$ cat src/rtl/fetch_pc_unit_if.sv
// fetch_pc_unit_if: fetch-stage control inputs, instruction-memory port and F/D outputs.
interface fetch_pc_unit_if;
    logic        EN;
    logic        redirect_D;
    logic [31:0] redirect_pc_D;
    logic        is_jb_D;
    logic        exc_req;
    logic        eret_req;
    logic [31:0] epc;
    logic [31:0] im_addr;
    logic [31:0] im_rdata;
    logic [31:0] PC_F;
    logic [31:0] InstrF;
    logic [31:0] PC_4F;
    logic [6:2]  ExcCodeF;
    logic        if_bdF;
    modport master (
        input  EN, redirect_D, redirect_pc_D, is_jb_D, exc_req, eret_req, epc, im_rdata,
        output im_addr, PC_F, InstrF, PC_4F, ExcCodeF, if_bdF
    );
    modport slave (
        output EN, redirect_D, redirect_pc_D, is_jb_D, exc_req, eret_req, epc, im_rdata,
        input  im_addr, PC_F, InstrF, PC_4F, ExcCodeF, if_bdF
    );
endinterface

$ cat src/rtl/fetch_pc_unit.sv
// fetch_pc_unit: MIPS fetch PC with stall, redirect, exception/eret entry and AdEL detection.
// Defining FETCH_PERF_CNT_EN adds the fetch_cnt/stall_cnt performance counters.
module fetch_pc_unit #(
    parameter logic [31:0] PC_RESET  = 32'h0000_3000,
    parameter logic [31:0] EXC_ENTRY = 32'h0000_4180,
    parameter logic [31:0] IM_BASE   = 32'h0000_3000,
    parameter logic [31:0] IM_LIMIT  = 32'h0000_6FFF
) (
    input  logic clk,
    input  logic reset,
    fetch_pc_unit_if.master bus
`ifdef FETCH_PERF_CNT_EN
    ,
    output logic [31:0] fetch_cnt,
    output logic [31:0] stall_cnt
`endif
);
    logic [31:0] pc_q, pc_d;
    logic        bd_q, bd_d;
    logic        fault;
    logic        cp0_redir;
    assign cp0_redir = bus.exc_req | bus.eret_req;
    always_comb begin
        pc_d = bus.exc_req    ? EXC_ENTRY :
               bus.eret_req   ? bus.epc :
               !bus.EN        ? pc_q :
               bus.redirect_D ? bus.redirect_pc_D : pc_q + 32'd4;
        bd_d = cp0_redir ? 1'b0 : bus.EN ? bus.is_jb_D : bd_q;
    end
    always_ff @(posedge clk) begin
        if (reset) begin
            pc_q <= PC_RESET;
            bd_q <= 1'b0;
        end else begin
            pc_q <= pc_d;
            bd_q <= bd_d;
        end
    end
    assign fault        = (pc_q[1:0] != 2'b00) | (pc_q < IM_BASE) | (pc_q > IM_LIMIT);
    assign bus.im_addr  = pc_q;
    assign bus.PC_F     = pc_q;
    assign bus.PC_4F    = pc_q + 32'd4;
    assign bus.InstrF   = fault ? 32'h0 : bus.im_rdata;
    assign bus.ExcCodeF = fault ? 5'd4 : 5'd0;
    assign bus.if_bdF   = bd_q & ~reset;
`ifdef FETCH_PERF_CNT_EN
    logic [31:0] fetch_cnt_q, stall_cnt_q;
    always_ff @(posedge clk) begin
        if (reset) begin
            fetch_cnt_q <= '0;
            stall_cnt_q <= '0;
        end else if (!cp0_redir) begin
            fetch_cnt_q <= fetch_cnt_q + {31'd0, bus.EN};
            stall_cnt_q <= stall_cnt_q + {31'd0, ~bus.EN};
        end
    end
    assign fetch_cnt = fetch_cnt_q;
    assign stall_cnt = stall_cnt_q;
`endif
endmodule

$ cat src/flat_wrapper.sv
// flat-port wrapper written by rule: the top's interface ports become plain ports
module fetch_pc_unit_flat 
#(
    parameter logic [31:0] PC_RESET  = 32'h0000_3000,
    parameter logic [31:0] EXC_ENTRY = 32'h0000_4180,
    parameter logic [31:0] IM_BASE   = 32'h0000_3000,
    parameter logic [31:0] IM_LIMIT  = 32'h0000_6FFF
)
  (clk, reset, bus_EN, bus_redirect_D, bus_redirect_pc_D, bus_is_jb_D, bus_exc_req, bus_eret_req, bus_epc, bus_im_rdata, bus_im_addr, bus_PC_F, bus_InstrF, bus_PC_4F, bus_ExcCodeF, bus_if_bdF);
  fetch_pc_unit_if bus_i ();
  input  logic clk;
  input  logic reset;
  input wire logic [$bits(bus_i.EN)-1:0] bus_EN;
  input wire logic [$bits(bus_i.redirect_D)-1:0] bus_redirect_D;
  input wire logic [$bits(bus_i.redirect_pc_D)-1:0] bus_redirect_pc_D;
  input wire logic [$bits(bus_i.is_jb_D)-1:0] bus_is_jb_D;
  input wire logic [$bits(bus_i.exc_req)-1:0] bus_exc_req;
  input wire logic [$bits(bus_i.eret_req)-1:0] bus_eret_req;
  input wire logic [$bits(bus_i.epc)-1:0] bus_epc;
  input wire logic [$bits(bus_i.im_rdata)-1:0] bus_im_rdata;
  output wire logic [$bits(bus_i.im_addr)-1:0] bus_im_addr;
  output wire logic [$bits(bus_i.PC_F)-1:0] bus_PC_F;
  output wire logic [$bits(bus_i.InstrF)-1:0] bus_InstrF;
  output wire logic [$bits(bus_i.PC_4F)-1:0] bus_PC_4F;
  output wire logic [$bits(bus_i.ExcCodeF)-1:0] bus_ExcCodeF;
  output wire logic [$bits(bus_i.if_bdF)-1:0] bus_if_bdF;
  assign bus_i.EN = bus_EN;
  assign bus_i.redirect_D = bus_redirect_D;
  assign bus_i.redirect_pc_D = bus_redirect_pc_D;
  assign bus_i.is_jb_D = bus_is_jb_D;
  assign bus_i.exc_req = bus_exc_req;
  assign bus_i.eret_req = bus_eret_req;
  assign bus_i.epc = bus_epc;
  assign bus_i.im_rdata = bus_im_rdata;
  assign bus_im_addr = bus_i.im_addr;
  assign bus_PC_F = bus_i.PC_F;
  assign bus_InstrF = bus_i.InstrF;
  assign bus_PC_4F = bus_i.PC_4F;
  assign bus_ExcCodeF = bus_i.ExcCodeF;
  assign bus_if_bdF = bus_i.if_bdF;
  fetch_pc_unit #(.PC_RESET(PC_RESET), .EXC_ENTRY(EXC_ENTRY), .IM_BASE(IM_BASE), .IM_LIMIT(IM_LIMIT)) u_core (.clk(clk), .reset(reset), .bus(bus_i));
endmodule
$ cat config.mk
export PLATFORM = sky130hd
export DESIGN_NAME = fetch_pc_unit_flat
export DESIGN_NICKNAME = d
export VERILOG_FILES = /design/src/rtl/fetch_pc_unit_if.sv /design/src/rtl/fetch_pc_unit.sv /design/src/flat_wrapper.sv
export SDC_FILE = /design/constraint.sdc
export NUM_CORES = 1
export LEC_CHECK = 0
export CORE_MARGIN = 1
export CORE_UTILIZATION = 32
export DETAILED_ROUTE_END_ITERATION = 10
export GPL_TIMING_DRIVEN = 1
export HOLD_SLACK_MARGIN = 0.08
export PLACE_DENSITY = 0.87
export SLEW_MARGIN = 20
export SYNTH_ARGS = -nofsm -noshare
export SYNTH_HDL_FRONTEND = slang
export SYNTH_SLANG_ARGS = --single-unit
$ cat constraint.sdc
create_clock -name clk -period 2.2 [get_ports clk]
set_input_delay 0.22 -clock clk [delete_from_list [all_inputs] [get_ports clk]]
set_output_delay 0.22 -clock clk [all_outputs]
set_load 0.02 [all_outputs]
==> impl_results.md <==
- Hold Fails Final Rpt: 0
- Crit-path most repeated cell: or4_4
- Crit start category: flop
- Area delta synth->final: 100%
- Share of cells above drive strength 1: 32.6%
- Worst vdd ir: 0.000238 V
- Area leader, netlist: dfxtp_1
- Synth area leaders: dfxtp_1, buf_4, and2_1
- Period utilization: 103%
- Crit end category: output pin
- Final min period: 2.28 ns
- Core Region: 0.00986 mm2
- Initial antenna violation count: 0
- Routed length per instance: 18.0 um
- Syn_area_per_cell: 6.78 um2
- R2r setup slk: -0.01 ns
- Crit path max fanout: 3
- Cell Chain, Critical Path: nand3_4, or4_4, or4_4, xnor2_2, buf_4
- CP max-delay cell: or4_4
- Switching part of the total: 36.5%
- Synthesized area: 0.00328 mm2
- Global route overflow: 0
- Hpwl dp: 12.2 mm
- PortBufs: 232
- Post-Layout Inst Area: 0.00657 mm2
- Static leakage: 2.79 nW
- Worst R2R Start: u_core.bus.PC_F[6]
- Worst Max-Slew Pin Slew: 0.571 ns
- Final Core Density: 66.6%
- CP bufs+invs: 1
- Die footprint: 0.0107 mm2
- Vias in the first global route: 4472
- Logic pwr share: 50.0%
- CP arrival: 2.06 ns
- Pwr dens: 353 mW/mm2
- Gate Count Post-Synth: 484
- Remaining DRCs: 0
- First-pass GRT wire length: 22.9 mm
- H-tree lvl count: 2
- Async SR Flop Fraction: 0%
- DRT iter0 DRCs: 327
- # clock sinks: 33
- Max frequency: 439 MHz
- Root Buffer: clkbuf_8
- Core Rows: 36
- Worst Hold Class: in2reg
- Main synth FF type: dfxtp_1
- Clk_lat worst skew: 0.30 ns
- Dpl cell area: 0.00617 mm2
- Sequential cell area fraction in the yosys report: 20.1%
- Worst Hold Path Cells: 3
- 1st-pass router iterations: 5
- Reg clk slew, reported paths: 0.07 ns
- Yosys reg bits: 33
- Outcome: finished with violations
- Flop pwr share: 28.6%
- Die width: 103 um
- Hold slack: 0.546 ns
- Clock Power Share: 21.4%
- RSZ-0062 raised after global routing: true
- Crit-path leading delay family: simple AND/OR/NAND/NOR gates
- Overall global routing resource usage: 28.0%
- Max_cap viols: 0
- Via Count: 4714
- Initial Util: 33.3%
- Setup Viol. Count Final: 29
- CTS tree: done
- Critical Path RT: 1.98 ns
- Layout net count: 862
- Die Ht: 103 um
- Largest net degree at the start of global routing: 38
- Number of synthesized flops with an enable pin: 0
- Hold_sp: bus_epc[0]
- Reg-to-Reg End: u_core.bus.PC_F[23]
- Distinct cells, synth: 50
- Clk_skew: 0.00728 ns
- Commonest non-fill, non-tap cell in the layout: clkdlybuf4s50_1
- Num ports: 237
- Crit path kind: reg2out
- DP Worst Slack: -0.266 ns
- Setup TNS: -0.418 ns
- Clock buffer depth: 2
- DRT antenna net count: 0
- Internal power: 0.00147 W
- Worst r2r path cells: 6
- Failing checks: setup timing
- Final WS setup: -0.0770 ns
- Final GP Congestion: 0.885
- Ant. Diodes: 0
- CTS buffer count: 5
- Final wirelength: 16.0 mm
- Filler cell count: 824
- Most frequent cells in the layout: clkdlybuf4s50_1, buf_4, nand2_1, nor2_1
- NetSw: 0.000846 W
- Avg Vias per Cell: 5.29
- Crit-path max cell delay: 0.55 ns
- Synth top area share: 20.1%
- Slew Limit Headroom: 61.8%
- Ys Warns: 0
- Final Max Tran Viols: 0
## cells by family after synthesis
kind of cell	Yosys count	synth area share, %
AND/OR/NAND/NOR	214	34.0
AO/OA/AOI/OAI	116	22.4
buffers and inverters	89	14.8
flip-flops	33	20.1
XOR/XNOR	28	7.47
multiplexers	2	0.610
adder cells (fa/ha/maj)	1	0.381
other	1	0.114
## routing by layer
layer | track usage (%) | vias up | part of all wire [%]
met5 | 0 | - | 0
met4 | 6.39 | 0 | 2.2
met3 | 5.38 | 40 | 7.5
met2 | 47.1 | 240 | 49
met1 | 37.1 | 2218 | 42
li1 | - | 2216 | -
## worst min-delay path, cell delays in order
cell and delay [ns]:
clkdlybuf4s50_1 0.46, a21oi_1 0.06, nor2_1 0.07
## cell type report
class	count	area, um2	share of cell area (%)
repair buffers	340	3120	47.5
multi-input cells	365	2460	37.4
flip-flops and latches	33	691	10.5
well taps	133	166	2.53
clock buffers	7	86.3	1.31
inverters	13	48.8	0.742
## power groups by stage
| stage | Combinational [W] | Sequential [W] | Clock [W] |
|---|---|---|---|
| floorplan | 0.000464 | 0.000729 | 0 |
| global route | 0.00123 | 0.000667 | 0.000513 |
| finish | 0.00116 | 0.000664 | 0.000496 |
| global placement | 0.00108 | 0.000671 | 0 |
| detailed placement | 0.00110 | 0.000674 | 0 |
| CTS | 0.00110 | 0.000661 | 0.000491 |
## registers in the layout, indices dropped and copies added (netlist names), named ones only
| name | cells |
|---|---|
| u_core.bus.PC_F | 30 |
| u_core.bd_q | 1 |
## what timing repair did
item                                    CTS  global route
endpoints found under the hold margin     0             0
hold buffers                              0             0
endpoints found under the setup margin   60            57
setup buffers                             1             5
gates cloned                              1             1
pin swaps                                 7            14
resized for setup                       250            95
## worst max-delay path by stage
stage,from,endpoint,slack (ns),cells after the start
floorplan,u_core.bus.PC_F[4],u_core.bus.PC_F[23],-0.01,6
global placement,u_core.bus.PC_F[2],bus_PC_4F[20],-0.22,7
detailed placement,u_core.bus.PC_F[2],bus_PC_4F[18],-0.27,6
CTS,u_core.bus.PC_F[2],bus_PC_4F[18],-0.15,6
global route,u_core.bus.PC_F[6],bus_PC_4F[23],-0.10,5
finish,u_core.bus.PC_F[6],bus_PC_4F[23],-0.08,5
## synthesized netlist by cell type (3+ instances only)
library cell  number
inv_1             13
buf_4             39
nor2b_1            9
nor2_1            41
a31oi_1           18
a211oi_1           8
o21ai_0           28
buf_2              5
or2_2              4
and3_1             4
xor2_1             7
or4_1              3
nor3_1            12
nand4_1            9
nand3_1           26
buf_1              3
clkbuf_1          29
o41ai_1            3
nor4_1            15
xnor2_1           21
nand2_1           47
o211ai_1           7
dfxtp_1           33
a31o_2             7
a21oi_1           28
and2_1            32
## per-stage QoR
stage                     total power (W)  cells
after floorplan                   0.00119    487
after global placement            0.00175    876
after detailed placement          0.00177    876
after CTS                         0.00225    885
after global routing              0.00241    891
final                             0.00232    891
(Power assumes the default switching activity.)
